**config.mk**
```make
export PLATFORM = sky130hd
export DESIGN_NAME = mux_arb_n
export DESIGN_NICKNAME = d
export VERILOG_FILES = /design/src/rtl/mux_arb_n.sv
export SDC_FILE = /design/constraint.sdc
export NUM_CORES = 1
export LEC_CHECK = 0
export ABC_AREA = 0
export BUFFER_PORTS_ARGS = -buffer_cell sky130_fd_sc_hd__buf_2
export CAP_MARGIN = 40
export CORE_MARGIN = 4
export CORE_UTILIZATION = 35
export DETAILED_ROUTE_END_ITERATION = 10
export PLACE_DENSITY = 0.72
export SYNTH_ARGS = -nofsm -noshare
export SYNTH_HDL_FRONTEND = slang
export SYNTH_SLANG_ARGS = --single-unit
```
**constraint.sdc**
```tcl
create_clock -name clk -period 4.81 [get_ports clk]
set_input_delay 0.2405 -clock clk [delete_from_list [all_inputs] [get_ports clk]]
set_output_delay 0.2405 -clock clk [all_outputs]
set_load 0.005 [all_outputs]
```
**src/rtl/mux_arb_n.sv**
```systemverilog
// mux_arb_n: N-channel valid/ready multiplexer with a single registered
// output stage. Mode 0 forwards one fixed channel; mode 1 arbitrates
// round-robin, starting the search one past the last granted channel.
// Optional feature macro: MUX_ARB_LOCK_EN adds a 'lock' input that keeps
// the round-robin grant on the last winner while it is still requesting.
module mux_arb_n #(
    parameter int WIDTH = 32,
    parameter int NCH   = 4,
    parameter int SELW  = 2
) (
    input  logic                 clk,
    input  logic                 rst,
    input  logic                 mode,
    input  logic [SELW-1:0]      select,
    input  logic [NCH-1:0]       in_valid,
    input  logic [NCH*WIDTH-1:0] in_data,
    output logic [NCH-1:0]       in_ready,
    output logic                 out_valid,
    output logic [WIDTH-1:0]     out_data,
    output logic [SELW-1:0]      out_sel,
    input  logic                 out_ready
`ifdef MUX_ARB_LOCK_EN
    ,
    input  logic                 lock
`endif
);

    // Channel index k steps after p; wraps naturally because NCH is 2**SELW.
    function automatic logic [SELW-1:0] rr_idx(input logic [SELW-1:0] p, input int k);
        return p + k[SELW-1:0];
    endfunction

    logic [SELW-1:0] ptr_r;
    logic            load_s;
    logic            xfer_s;
    logic [SELW-1:0] rr_grant_s;
    logic            rr_vld_s;
    logic [SELW-1:0] grant_s;
    logic            grant_vld_s;
`ifdef MUX_ARB_LOCK_EN
    logic            lock_arm_r;
`endif

    assign load_s = ~out_valid | out_ready;
    assign xfer_s = ~rst & load_s & grant_vld_s;

    // Round-robin search: ptr+1, ptr+2, ... ending with ptr itself.
    always_comb begin
        rr_vld_s   = 1'b0;
        rr_grant_s = {SELW{1'b0}};
        for (int i = 1; i <= NCH; i++) begin
            if (!rr_vld_s && in_valid[rr_idx(ptr_r, i)]) begin
                rr_vld_s   = 1'b1;
                rr_grant_s = rr_idx(ptr_r, i);
            end else begin
                rr_vld_s   = rr_vld_s;
            end
        end
    end

    // Final grant: fixed select in mode 0, round-robin (optionally locked) in mode 1.
    always_comb begin
        grant_vld_s = 1'b0;
        grant_s     = {SELW{1'b0}};
        if (mode == 1'b0) begin
            if (in_valid[select]) begin
                grant_vld_s = 1'b1;
                grant_s     = select;
            end else begin
                grant_vld_s = 1'b0;
            end
        end else begin
`ifdef MUX_ARB_LOCK_EN
            if (lock && lock_arm_r && in_valid[ptr_r]) begin
                grant_vld_s = 1'b1;
                grant_s     = ptr_r;
            end else begin
                grant_vld_s = rr_vld_s;
                grant_s     = rr_grant_s;
            end
`else
            grant_vld_s = rr_vld_s;
            grant_s     = rr_grant_s;
`endif
        end
    end

    // One-hot accept towards the granted channel; silent during reset or backpressure.
    always_comb begin
        in_ready = {NCH{1'b0}};
        if (xfer_s) begin
            in_ready[grant_s] = 1'b1;
        end else begin
            in_ready = {NCH{1'b0}};
        end
    end

    // Output register and round-robin pointer.
    always_ff @(posedge clk or posedge rst) begin
        if (rst) begin
            out_valid <= 1'b0;
            out_data  <= {WIDTH{1'b0}};
            out_sel   <= {SELW{1'b0}};
            ptr_r     <= SELW'(NCH - 1);
        end else if (xfer_s) begin
            out_valid <= 1'b1;
            out_data  <= in_data[grant_s*WIDTH +: WIDTH];
            out_sel   <= grant_s;
            ptr_r     <= mode ? grant_s : ptr_r;
        end else if (load_s) begin
            out_valid <= 1'b0;
        end else begin
            out_valid <= out_valid;
        end
    end

`ifdef MUX_ARB_LOCK_EN
    // Lock only applies once a round-robin winner exists since reset.
    always_ff @(posedge clk or posedge rst) begin
        if (rst) begin
            lock_arm_r <= 1'b0;
        end else if (xfer_s && mode) begin
            lock_arm_r <= 1'b1;
        end else begin
            lock_arm_r <= lock_arm_r;
        end
    end
`endif

endmodule

```
Word-level counts from Yosys, hierarchy flattened:

Index checks and enable logic that the tools add are counted.

* bits in read-only memories: 0
* bits of input ports: 138
* memory bits (writable): 0
* output and inout bits: 39
* register bits after elaboration: 37
* memories: 0
* bits in latches: 0
* logic and storage cells: 56

* bitwise operators: 5
* eq/ne operators: 0
* shift-type cells: 1
* divide/modulo/power cells: 0
* muxes and demuxes: 27
* $mul: 0
* magnitude comparators: 7
* add/sub/neg operators: 3
* reductions and logical operators: 9

Operator list (count)
* $shiftx 128x8->32: 1
* $lt 2x3->1 const B: 6
* $mux 1: 14
* $mux 2: 6
* $bmux 1 s2: 5
* $add 2x2->2 const B: 2
* $logic_and 1x1->1: 4
* $mux 4: 1
* $logic_not 1->1: 3
* $add 2x1->2 const B: 1
* $and 1x1->1: 2
* $demux 1 s2: 1
* $ge 2x1->1 const B: 1
* $not 1->1: 2
* $reduce_and 2->1: 1
* $reduce_bool 2->1: 1
* $or 1x1->1: 1

Depth between registers and ports, before layout:

Gate-level depths: netlist of the first run.

* word-level depth: 19
* gate-level depth with buffers: 10
* mapped depth without buffers: 6

Worst setup path after synthesis of the first run:

Ideal clock, no wire load.

* path kind: flip-flop to flip-flop
* start point: register ptr_r[1]
* end point: register out_data[0]
* library setup time: 0.138 ns
* path buffers: 4
* setup slack: 2.818 ns
* stages on the path, launching flop included: 11
* data arrival time: 1.855 ns
* clock period less this slack: 1.992 ns
* data required time: 4.672 ns
* cells stage by stage: dfstp_2 -> buf_2 -> mux2i_1 -> o32ai_1 -> o21ai_1 -> and2_1 -> buf_4 -> buf_12 -> buf_12 -> mux2i_1 -> o221ai_1

* longest elaborated chain between the ends: 15
* elaborated cells on any way between the ends: 29
* classes of those cells: add/sub: 3; shift: 1; mux: 18; bitwise: 1; reduce/logical: 6

Ends and longest elaborated chain
* start: declaration: line 33 `logic [SELW-1:0] ptr_r;`
* start signal: assignment: line 104 `ptr_r <= SELW'(NCH - 1);`
* start signal: assignment: line 109 `ptr_r <= mode ? grant_s : ptr_r;`
* $add 2x1->2: line 30 `return p + k[SELW-1:0];`
* $bmux 1 s2: line 52 `if (!rr_vld_s && in_valid[rr_idx(ptr_r, i)]) begin`
* $mux 1 (implied by the code): line 52
* $mux 1: line 52
* $logic_not 1->1: line 52
* $logic_and 1x1->1: line 52
* $mux 1: line 52
* $logic_not 1->1: line 52
* $logic_and 1x1->1: line 52
* $mux 1: line 52
* $logic_not 1->1: line 52
* $logic_and 1x1->1: line 52
* $mux 2 or $mux 1 (tied branches): line 52
* $mux 2 or $mux 1 (tied branches): line 65 `if (mode == 1'b0) begin`
* $shiftx 128x8->32 or $and 1x1->1 (tied branches): line 107, 45
* end signal: assignment: line 102 `out_data <= {WIDTH{1'b0}};`
* end signal: assignment: line 107 `out_data <= in_data[grant_s*WIDTH +: WIDTH];`
* end: declaration: line 19 `output logic [WIDTH-1:0] out_data,`

Parallel ways exist; a longest one is shown, timed or not. The select of a mux whose other input is x is not followed.
A chain may end at the register's enable or synchronous reset.

Final worst setup path of the first run:

* start point: register ptr_r[0]
* end point: output port in_ready[3]

* longest elaborated chain between the ends: 19
* elaborated cells on any way between the ends: 34
* classes of those cells: add/sub: 3; order compare: 2; mux: 21; bitwise: 1; reduce/logical: 7

Ends and longest elaborated chain
* $add 2x1->2: line 30
* $bmux 1 s2: line 52
* $mux 1 (implied by the code): line 52
* $mux 1: line 52
* $logic_not 1->1: line 52
* $logic_and 1x1->1: line 52
* $mux 1: line 52
* $logic_not 1->1: line 52
* [... 3 more ...]
* $logic_and 1x1->1: line 52
* $mux 2: line 52
* $mux 2: line 65
* $lt 2x3->1 (implied by the code) or $ge 2x1->1 (tied branches): line 92 `in_ready[grant_s] = 1'b1;`
* $logic_and 1x1->1 (implied by the code): line 92
* $mux 1 (implied by the code): line 92
* $demux 1 s2: line 92
* $mux 4 (*): line 91 `if (xfer_s) begin`
* end: declaration: line 17 `output logic [NCH-1:0] in_ready,`

Mark *: on every way between the ends. The rest lies on a longest branch, timed or not. The select of a mux whose other input is x is not followed.

==> impl_results.html, run 1 <==
<table>
<tr><th>Metric</th><th>Value</th></tr>
<tr><th colspan="2">Run status</th></tr>
<tr><td>Result of the run</td><td>complete, no violations</td></tr>
<tr><th colspan="2">CTS</th></tr>
<tr><td>Number of buffers on the longest clock path</td><td>2</td></tr>
<tr><td>Number of gates given a new drive strength after cts</td><td>0</td></tr>
<tr><td>Hold bufs inserted after CTS</td><td>0</td></tr>
<tr><td>Register clock-pin slew on the reported worst setup and hold paths</td><td>0.07 ns</td></tr>
<tr><td>Clk Tree Root Cell</td><td>sky130_fd_sc_hd__clkbuf_8</td></tr>
<tr><td>Number of clock buffers inserted by TritonCTS</td><td>5</td></tr>
<tr><td>Number of sinks on the clock net</td><td>37</td></tr>
<tr><td>H-Tree Depth</td><td>2</td></tr>
<tr><td>Clk_lat worst skew</td><td>0.28 ns</td></tr>
<tr><td>Number of buffers added for setup after CTS</td><td>0</td></tr>
<tr><td>Clock tree from TritonCTS</td><td>yes</td></tr>
<tr><th colspan="2">Critical path</th></tr>
<tr><td>Worst path max stage delay</td><td>about 0.6 ns</td></tr>
<tr><td>Register-to-Register Setup Slack</td><td>2.32 ns</td></tr>
<tr><td>Biggest fanout along the worst timing path</td><td>15</td></tr>
<tr><td>Worst setup path class</td><td>reg -&gt; out</td></tr>
<tr><td>Critical Path Start Type</td><td>flop</td></tr>
<tr><td>Start of the worst register-to-register path</td><td>ptr_r[1]$_DFFE_PP1P_</td></tr>
<tr><td>Buffering stage count on the worst path with inverters included</td><td>1</td></tr>
<tr><td>Worst path required time</td><td>4.57 ns</td></tr>
<tr><td>Cell breakdown of the critical path</td><td>nor2b_1 -&gt; nand3b_1 -&gt; o211ai_1 -&gt; a32oi_1 -&gt; nand2b_1 -&gt; nor2_1 -&gt; buf_2</td></tr>
<tr><td>Number of cells on the worst reg-to-reg path</td><td>7</td></tr>
<tr><td>Endpoint kind of the worst setup timing path</td><td>output pin</td></tr>
<tr><td>Endpoint of the most critical register-to-register path</td><td>out_data[30]$_DFFE_PP0P_</td></tr>
<tr><td>Arrival time of data at the critical path endpoint</td><td>2.30 ns</td></tr>
<tr><td>Worst-path cell with the longest stage delay</td><td>sky130_fd_sc_hd__dfstp_2</td></tr>
<tr><td>Family with the most delay on the worst path</td><td>simple AND/OR/NAND/NOR gates</td></tr>
<tr><th colspan="2">Floorplan</th></tr>
<tr><td>I/O pins</td><td>177</td></tr>
<tr><td>Die X-Extent</td><td>91.6 um</td></tr>
<tr><td>Core Rows</td><td>30</td></tr>
<tr><td>Area of the die</td><td>8380 um^2</td></tr>
<tr><td>Die Ht</td><td>91.6 um</td></tr>
<tr><td>Initial core utilization</td><td>36.0%</td></tr>
<tr><td>Core region area</td><td>6790 um^2</td></tr>
<tr><th colspan="2">Logic synthesis</th></tr>
<tr><td>Dominant combinational cell family by area after synthesis</td><td>multiplexers</td></tr>
<tr><td>Net count of the mapped netlist</td><td>372</td></tr>
<tr><td>Total standard cell area after synthesis</td><td>2440 um^2</td></tr>
<tr><td>Gate count after technology mapping</td><td>234</td></tr>
<tr><td>Share of the yosys chip area belonging to registers</td><td>between 30 and 40%</td></tr>
<tr><td>Number of distinct library cells after synthesis</td><td>37</td></tr>
<tr><td>Count of flip-flops with a built-in enable after synthesis</td><td>0</td></tr>
<tr><td>Ranking of synthesized cells by area</td><td>sky130_fd_sc_hd__dfrtp_1, sky130_fd_sc_hd__mux2i_1, sky130_fd_sc_hd__o221ai_1</td></tr>
<tr><td>Average cell area after synthesis</td><td>10.4 um^2</td></tr>
<tr><td>Multiplexer fraction of the synthesized cell area</td><td>27.7%</td></tr>
<tr><td>Fraction of the mapped netlist area in simple logic gates</td><td>10.9%</td></tr>
<tr><td>Async S/R FF share, synth</td><td>100%</td></tr>
<tr><td>Complex-gate fraction of the synthesized area</td><td>16.4%</td></tr>
<tr><td>Xor and xnor fraction of the mapped netlist area</td><td>0%</td></tr>
<tr><td>Top cell type by total area after synthesis</td><td>sky130_fd_sc_hd__dfrtp_1</td></tr>
<tr><td>Synthesis-stage register bit count</td><td>37</td></tr>
<tr><td>Area share of fa/ha/maj cells after synthesis</td><td>0%</td></tr>
<tr><td>Fraction of synthesized cell area taken by the top area cell type</td><td>between 30% and 40%</td></tr>
<tr><td>Primary FF master, synth</td><td>sky130_fd_sc_hd__dfrtp_1</td></tr>
<tr><td>Number of warning messages in the yosys log</td><td>0</td></tr>
<tr><th colspan="2">Pwr</th></tr>
<tr><td>PnR Total Power</td><td>1250 uW</td></tr>
<tr><td>Total power divided by cell area</td><td>361 nW/um^2</td></tr>
<tr><td>Worst VDD drop</td><td>0.173 mV</td></tr>
<tr><td>LEAKAGE</td><td>roughly 0.002 uW</td></tr>
<tr><th colspan="2">GRT</th></tr>
<tr><td>Maximum number of pins on one net before global-route repair</td><td>41</td></tr>
<tr><td>First-pass GRT wire length</td><td>between 10000 and 15000 um</td></tr>
<tr><td>Initial antenna violation count</td><td>0</td></tr>
<tr><td>Vias in the first global route</td><td>2618</td></tr>
<tr><td>Total gr overflow</td><td>0</td></tr>
<tr><td>Overall Global Routing Usage</td><td>between 15 and 20%</td></tr>
<tr><th colspan="2">Cells and area</th></tr>
<tr><td>Sequential cell area</td><td>between 900 and 1000 um^2</td></tr>
<tr><td>Antenna cell count</td><td>0</td></tr>
<tr><td>Final instance area</td><td>3470 um^2</td></tr>
<tr><td>Number of fill cells in the layout</td><td>~640</td></tr>
<tr><td>Multi-input logic area</td><td>1350 um^2</td></tr>
<tr><td>Final Net Count</td><td>around 540</td></tr>
<tr><td>Area growth syn-to-layout</td><td>41.9%</td></tr>
<tr><td>Fraction of layout instances using a drive strength above 1</td><td>48.4%</td></tr>
<tr><td>Finished Layout Cells</td><td>497</td></tr>
<tr><th colspan="2">STA</th></tr>
<tr><td>Achievable clock frequency</td><td>roughly 0.39 GHz</td></tr>
<tr><td>Min Clock Period, post-route</td><td>~2.5 ns</td></tr>
<tr><td>Setup repair after global routing missed its margin</td><td>false</td></tr>
<tr><td>Final setup skew</td><td>0.00367 ns</td></tr>
<tr><td>Setup_tns</td><td>0 ns</td></tr>
<tr><td>Part of the cycle the worst path needs</td><td>52.7%</td></tr>
<tr><td>Final count of hold timing violations</td><td>0</td></tr>
<tr><td>Max Transition Viols Final</td><td>0</td></tr>
<tr><td>Pin slew with the least headroom to its limit</td><td>0.743 ns</td></tr>
<tr><td>Worst slew margin relative to its limit</td><td>50.4%</td></tr>
<tr><td>Final setup violation count</td><td>0</td></tr>
<tr><th colspan="2">Hold path</th></tr>
<tr><td>Min-Delay Path Class</td><td>in -&gt; async</td></tr>
<tr><th colspan="2">Placed design</th></tr>
<tr><td>Number of placed instances with taps included</td><td>490</td></tr>
<tr><td>Number of I/O port buffers</td><td>176</td></tr>
<tr><td>Routability-driven placement congestion ratio</td><td>0.845</td></tr>
<tr><td>Post-detailed-placement cell area</td><td>3380 um^2</td></tr>
<tr><td>Sum of net half-perimeters after detailed placement</td><td>5900 um</td></tr>
<tr><th colspan="2">Detailed routing</th></tr>
<tr><td>Total DRC errors in the routed layout</td><td>0</td></tr>
<tr><td>Average vias per placed instance</td><td>5.05</td></tr>
<tr><td>Antenna Nets Post-Route</td><td>0</td></tr>
<tr><td>Detailed-router iteration count before antenna repair</td><td>4</td></tr>
<tr><td>Met2 layer wire length in the routed design</td><td>3920 um</td></tr>
<tr><td>WL/cell</td><td>around 15 um</td></tr>
<tr><td>Count of vias placed by the detailed router</td><td>2510</td></tr>
<tr><td>Total length of routed met3 wires</td><td>slightly below 700 um</td></tr>
<tr><td>Wire length reported by the detailed router</td><td>approximately 7400 um</td></tr>
<tr><td>Highest Signal Layer</td><td>met4</td></tr>
<tr><td>DR iter-0 viols</td><td>roughly 150</td></tr>
<tr><td>Wl on met1</td><td>2790 um</td></tr>
<tr><th colspan="2">Job</th></tr>
<tr><td>MaxCap Viol Count</td><td>0</td></tr>
</table>
[routing by layer]
| metal | global-route usage [%] | vias up |
|---|---|---|
| met5 | 0 | - |
| li1 | - | 1215 |
| met1 | 19.5 | 1158 |
| met2 | 32.2 | 130 |
| met4 | 3.77 | 0 |
| met3 | 4.64 | 7 |
[worst register-to-register path, stage by stage, from the launching register on]
cell and delay (ns):
sky130_fd_sc_hd__dfstp_2 0.61, sky130_fd_sc_hd__mux2i_1 0.21, sky130_fd_sc_hd__o32ai_1 0.13, sky130_fd_sc_hd__o21ai_1 0.20
sky130_fd_sc_hd__and2_4 0.49, sky130_fd_sc_hd__buf_16 0.31, sky130_fd_sc_hd__mux2i_1 0.28, sky130_fd_sc_hd__o221ai_1 0.14
[through the flow]
stage / worst slack (ns) / hold slack, ns / utilization, %
floorplan: 2.82 / 0.340 / -
CTS: 2.27 / 0.142 / 51.0
detailed placement: 2.36 / 0.452 / 49.8
global placement: 2.22 / 0.427 / 48.5
global route: 2.06 / 0.189 / 51.0
finish: 2.27 / 0.114 / 51.0
[sequential cells by signal (all words and copies together) (netlist names)]
name and flops:
out_valid 1, ptr_r 2, out_sel 2, out_data 32
[cell type report]
| class | instances | share of cell area (%) |
|---|---|---|
| timing repair buffer | 181 | 28.2 |
| inverter | 2 | 0.217 |
| multi-input combinational | 174 | 38.8 |
| clock buffer | 7 | 2.49 |
| tap | 96 | 3.46 |
| sequential | 37 | 26.8 |
[cells in the final DEF, fill, tap and decap left out, types with 2 or more instances in the layout]
master                     instances
sky130_fd_sc_hd__inv_1             2
sky130_fd_sc_hd__nor2b_1           3
sky130_fd_sc_hd__o221ai_1         32
sky130_fd_sc_hd__buf_16            3
sky130_fd_sc_hd__dfstp_2           2
sky130_fd_sc_hd__nor2_1            6
sky130_fd_sc_hd__buf_4             2
sky130_fd_sc_hd__mux2i_1          65
sky130_fd_sc_hd__o21ai_0           3
sky130_fd_sc_hd__clkbuf_8          6
sky130_fd_sc_hd__nand2b_1          3
sky130_fd_sc_hd__a21oi_1           2
sky130_fd_sc_hd__nand2_1          39
sky130_fd_sc_hd__dfrtp_1          35
sky130_fd_sc_hd__nor3b_1           2
sky130_fd_sc_hd__buf_2           176
[worst max-delay path by stage]
stage	startpoint	end	slack, ns	cells past startpoint
2_1_floorplan	ptr_r[1]$_DFFE_PP1P_	out_data[0]$_DFFE_PP0P_	2.82	10
3_3_place_gp	in_valid[0]	in_ready[0]	2.22	7
3_5_place_dp	ptr_r[1]$_DFFE_PP1P_	out_data[7]$_DFFE_PP0P_	2.36	7
4_1_cts	ptr_r[1]$_DFFE_PP1P_	in_ready[3]	2.27	7
5_1_grt	ptr_r[1]$_DFFE_PP1P_	in_ready[0]	2.06	7
6_report	ptr_r[0]$_DFFE_PP1P_	in_ready[3]	2.27	7
[cells by family (layout without fill, tap and decap cells)]
group,after synthesis,after routing
buf+inv,23,190
flops,37,37
compound gates,48,48
simple gates,59,59
mux,67,67
[cells in the mapped netlist (2+ instances only)]
library cell / n
sky130_fd_sc_hd__buf_4: 3
sky130_fd_sc_hd__nand2_1: 39
sky130_fd_sc_hd__mux2i_1: 65
sky130_fd_sc_hd__o21ai_0: 3
sky130_fd_sc_hd__dfstp_2: 2
sky130_fd_sc_hd__a21oi_1: 2
sky130_fd_sc_hd__buf_2: 12
sky130_fd_sc_hd__clkbuf_4: 2
sky130_fd_sc_hd__nand2b_1: 3
sky130_fd_sc_hd__o221ai_1: 32
sky130_fd_sc_hd__nor2_1: 6
sky130_fd_sc_hd__dfrtp_1: 35
sky130_fd_sc_hd__buf_12: 2
sky130_fd_sc_hd__nor3b_1: 2
sky130_fd_sc_hd__inv_1: 2
sky130_fd_sc_hd__nor2b_1: 3
[report_power, final]
part	leakage (uW)	total [uW]	switching, uW	internal [uW]
clock network	0.0000443	217	103	114
logic	0.00149	553	266	288
registers	0.000454	483	62.3	421
total	0.00199	1250	431	822
(Power assumes the default switching activity.)
==> run 2, diff against run 1 <==
==> constraint.sdc (replaced) <==
create_clock -name clk -period 2.6 [get_ports clk]
set_input_delay 0.13 -clock clk [delete_from_list [all_inputs] [get_ports clk]]
set_output_delay 0.13 -clock clk [all_outputs]
set_load 0.005 [all_outputs]
==> run 2 against run 1 <==
Wire length decreased by 2.4%. Core utilization up 0.42 points. First-iteration DRC count decreased by 63%. Power rose by 85%. Final cell count rose by 1.2%. Sequential power grew 84%. Critical path depth up 1. Design area is 0.83% higher. Worst setup slack worse by 2.0 ns. Clock power up 88%.
==> impl_results.html, run 2 (synthesis gave the netlist of run 1 again) <==
<table>
<tr><th>Metric</th><th>Value</th></tr>
<tr><th colspan="2">Run status</th></tr>
<tr><td>Result of the run</td><td>complete, no violations</td></tr>
<tr><th colspan="2">Detailed routing</th></tr>
<tr><td>Average vias per placed instance</td><td>4.97</td></tr>
<tr><td>Wire length reported by the detailed router</td><td>7270 um</td></tr>
<tr><td>Total DRC errors in the routed layout</td><td>0</td></tr>
<tr><td>DR iter-0 viols</td><td>54</td></tr>
<tr><td>Count of vias placed by the detailed router</td><td>2500</td></tr>
<tr><td>Detailed-router iteration count before antenna repair</td><td>5</td></tr>
<tr><td>WL/cell</td><td>14.4 um</td></tr>
<tr><td>Antenna Nets Post-Route</td><td>0</td></tr>
<tr><th colspan="2">STA</th></tr>
<tr><td>Final setup skew</td><td>roughly 0.0095 ns</td></tr>
<tr><td>Worst slew margin relative to its limit</td><td>~72%</td></tr>
<tr><td>Max Transition Viols Final</td><td>0</td></tr>
<tr><td>Part of the cycle the worst path needs</td><td>87.7%</td></tr>
<tr><td>Final count of hold timing violations</td><td>0</td></tr>
<tr><td>Setup repair after global routing missed its margin</td><td>false</td></tr>
<tr><td>Achievable clock frequency</td><td>0.439 GHz</td></tr>
<tr><td>Min Clock Period, post-route</td><td>between 2 and 2.5 ns</td></tr>
<tr><td>Setup_tns</td><td>0 ns</td></tr>
<tr><td>Final setup violation count</td><td>0</td></tr>
<tr><td>Pin slew with the least headroom to its limit</td><td>0.416 ns</td></tr>
<tr><th colspan="2">Cells and area</th></tr>
<tr><td>Multi-input logic area</td><td>1350 um^2</td></tr>
<tr><td>Area growth syn-to-layout</td><td>43.1%</td></tr>
<tr><td>Sequential cell area</td><td>928 um^2</td></tr>
<tr><td>Most common cell after layout, fill and taps aside</td><td>sky130_fd_sc_hd__buf_2</td></tr>
<tr><td>Highest-count cells in the layout ignoring fill and taps</td><td>sky130_fd_sc_hd__buf_2, sky130_fd_sc_hd__mux2i_1, sky130_fd_sc_hd__nand2_1, sky130_fd_sc_hd__dfrtp_1, sky130_fd_sc_hd__o221ai_1</td></tr>
<tr><td>Final instance area</td><td>3500 um^2</td></tr>
<tr><td>Final Net Count</td><td>544</td></tr>
<tr><td>Number of fill cells in the layout</td><td>~660</td></tr>
<tr><td>Fraction of layout instances using a drive strength above 1</td><td>around 49%</td></tr>
<tr><td>Largest reg by FF count</td><td>out_data</td></tr>
<tr><td>Largest register FFs</td><td>32</td></tr>
<tr><td>Antenna cell count</td><td>0</td></tr>
<tr><td>Finished Layout Cells</td><td>about 500</td></tr>
<tr><td>Biggest regs</td><td>out_data: 32 flops, out_sel: 2 flops, ptr_r: 2 flops</td></tr>
<tr><th colspan="2">Critical path</th></tr>
<tr><td>Arrival time of data at the critical path endpoint</td><td>2.15 ns</td></tr>
<tr><td>Worst path max stage delay</td><td>0.60 ns</td></tr>
<tr><td>Critical Path Start Type</td><td>flop</td></tr>
<tr><td>Start of the worst register-to-register path</td><td>ptr_r[1]$_DFFE_PP1P_</td></tr>
<tr><td>Worst-path cell with the longest stage delay</td><td>sky130_fd_sc_hd__dfstp_2</td></tr>
<tr><td>Worst setup path class</td><td>reg -&gt; out</td></tr>
<tr><td>Endpoint kind of the worst setup timing path</td><td>output pin</td></tr>
<tr><td>Buffering stage count on the worst path with inverters included</td><td>2</td></tr>
<tr><td>Cell breakdown of the critical path</td><td>nor2b_1 -&gt; o22ai_1 -&gt; o211ai_1 -&gt; a32oi_1 -&gt; nand2b_1 -&gt; buf_4 -&gt; nor2_1 -&gt; buf_2</td></tr>
<tr><td>Worst path required time</td><td>2.47 ns</td></tr>
<tr><td>Register-to-Register Setup Slack</td><td>0.56 ns</td></tr>
<tr><td>Number of cells on the worst reg-to-reg path</td><td>7</td></tr>
<tr><td>Biggest fanout along the worst timing path</td><td>20</td></tr>
<tr><td>Family with the most delay on the worst path</td><td>flip-flops</td></tr>
<tr><td>Endpoint of the most critical register-to-register path</td><td>out_data[22]$_DFFE_PP0P_</td></tr>
<tr><th colspan="2">Pwr</th></tr>
<tr><td>Worst VDD drop</td><td>0.275 mV</td></tr>
<tr><td>Clock Power Share</td><td>17.6%</td></tr>
<tr><td>Switching Fraction</td><td>33.9%</td></tr>
<tr><td>PnR Total Power</td><td>2320 uW</td></tr>
<tr><td>LEAKAGE</td><td>approximately 0.002 uW</td></tr>
<tr><td>Psw</td><td>786 uW</td></tr>
<tr><td>Sequential share of power</td><td>38.5%</td></tr>
<tr><td>Internal power contribution</td><td>1530 uW</td></tr>
<tr><td>Total power divided by cell area</td><td>about 660 nW/um^2</td></tr>
<tr><td>Share of power burned in combinational logic</td><td>44.0%</td></tr>
<tr><th colspan="2">GRT</th></tr>
<tr><td>Maximum number of pins on one net before global-route repair</td><td>39</td></tr>
<tr><td>First-pass GRT wire length</td><td>~12000 um</td></tr>
<tr><td>Total gr overflow</td><td>0</td></tr>
<tr><td>Overall Global Routing Usage</td><td>17.1%</td></tr>
<tr><td>Initial antenna violation count</td><td>0</td></tr>
<tr><td>Vias in the first global route</td><td>2576</td></tr>
<tr><th colspan="2">Placed design</th></tr>
<tr><td>Post-detailed-placement cell area</td><td>3400 um^2</td></tr>
<tr><td>Routability-driven placement congestion ratio</td><td>between 0.7 and 0.8</td></tr>
<tr><td>Sum of net half-perimeters after detailed placement</td><td>5710 um</td></tr>
<tr><td>Number of I/O port buffers</td><td>about 180</td></tr>
<tr><td>Number of placed instances with taps included</td><td>~490</td></tr>
<tr><th colspan="2">Hold path</th></tr>
<tr><td>Number of instances on the worst hold path</td><td>3</td></tr>
<tr><td>Hold_sp</td><td>in_data[110]</td></tr>
<tr><td>Worst Hold Endpoint</td><td>out_data[14]$_DFFE_PP0P_</td></tr>
<tr><td>Min-Delay Path Class</td><td>in -&gt; reg</td></tr>
<tr><th colspan="2">Floorplan</th></tr>
<tr><td>Core region area</td><td>a little under 7000 um^2</td></tr>
<tr><td>Die Ht</td><td>91.6 um</td></tr>
<tr><td>I/O pins</td><td>177</td></tr>
<tr><td>Area of the die</td><td>8380 um^2</td></tr>
<tr><td>Die X-Extent</td><td>91.6 um</td></tr>
<tr><td>Initial core utilization</td><td>36.0%</td></tr>
<tr><td>Core Rows</td><td>30</td></tr>
<tr><th colspan="2">CTS</th></tr>
<tr><td>Number of clock buffers inserted by TritonCTS</td><td>5</td></tr>
<tr><td>Number of gates given a new drive strength after cts</td><td>0</td></tr>
<tr><td>Number of buffers on the longest clock path</td><td>2</td></tr>
<tr><td>Number of buffers added for setup after CTS</td><td>0</td></tr>
<tr><td>Clk Tree Root Cell</td><td>sky130_fd_sc_hd__clkbuf_8</td></tr>
<tr><td>Clk_lat worst skew</td><td>0.28 ns</td></tr>
<tr><td>Clock tree from TritonCTS</td><td>yes</td></tr>
<tr><td>Number of sinks on the clock net</td><td>37</td></tr>
<tr><td>H-Tree Depth</td><td>2</td></tr>
<tr><td>Register clock-pin slew on the reported worst setup and hold paths</td><td>0.08 ns</td></tr>
<tr><th colspan="2">Job</th></tr>
<tr><td>MaxCap Viol Count</td><td>0</td></tr>
</table>
[run 2: cell types whose count changed in the layout (fill, tap and decap cells not counted)]
cell	change
sky130_fd_sc_hd__dlygate4sd3_1	+1
sky130_fd_sc_hd__buf_4	+4
sky130_fd_sc_hd__buf_12	+2
sky130_fd_sc_hd__clkbuf_1	+1
sky130_fd_sc_hd__buf_16	-2
[run 2: stage by stage]
step | worst slack [ns] | hold WS, ns | util [%]
finish | 0.321 | 0.164 | 51.5
CTS | 0.316 | 0.154 | 51.5
detailed placement | 0.550 | 0.176 | 50.0
floorplan | 0.608 | 0.230 | -
global placement | 0.590 | 0.370 | 49.6
global route | 0.111 | 0.162 | 51.5
[run 2: worst min-delay path, cell delays in order]
cell and delay (ns):
sky130_fd_sc_hd__buf_2 0.07, sky130_fd_sc_hd__mux2i_1 0.05, sky130_fd_sc_hd__o221ai_1 0.15
[run 2: worst max path at each step]
stage,startpoint,endpoint,slack [ns],depth (start not counted)
global route,ptr_r[1]$_DFFE_PP1P_,in_ready[1],0.11,8
CTS,ptr_r[1]$_DFFE_PP1P_,in_ready[2],0.32,8
floorplan,ptr_r[1]$_DFFE_PP1P_,out_data[0]$_DFFE_PP0P_,0.61,10
global placement,ptr_r[1]$_DFFE_PP1P_,out_data[3]$_DFFE_PP0P_,0.59,7
finish,ptr_r[1]$_DFFE_PP1P_,in_ready[2],0.32,8
detailed placement,ptr_r[1]$_DFFE_PP1P_,out_data[30]$_DFFE_PP0P_,0.55,7
[run 2: power groups by stage]
stage | Sequential [uW] | Clock [uW] | Combinational [uW]
floorplan | 901 | 0 | 644
global placement | 899 | 0 | 1000
detailed placement | 898 | 0 | 1040
CTS | 892 | 424 | 1040
global route | 920 | 448 | 1130
finish | 891 | 407 | 1020
[run 2: area by class of cell]
type | instances | area share, %
Sequential cell | 37 | 26.6
Clock buffer | 8 | 2.58
Multi-Input combinational cell | 174 | 38.5
Inverter | 2 | 0.215
Timing Repair Buffer | 186 | 28.7
Tap cell | 96 | 3.44
[run 2: metal layers]
| layer | track usage (%) | up-vias | part of all wire, % |
|---|---|---|---|
| met3 | 4.47 | 4 | 8.1 |
| met1 | 20.0 | 1164 | 40 |
| met2 | 31.0 | 106 | 52 |
| met4 | 3.89 | 0 | 0.59 |
| li1 | - | 1226 | - |
| met5 | 0 | - | 0 |
[run 2: what timing repair did]
item,in CTS,in global routing
hold buffers,1,0
setup endpoints to repair,0,0
endpoints found under the hold margin,5,0
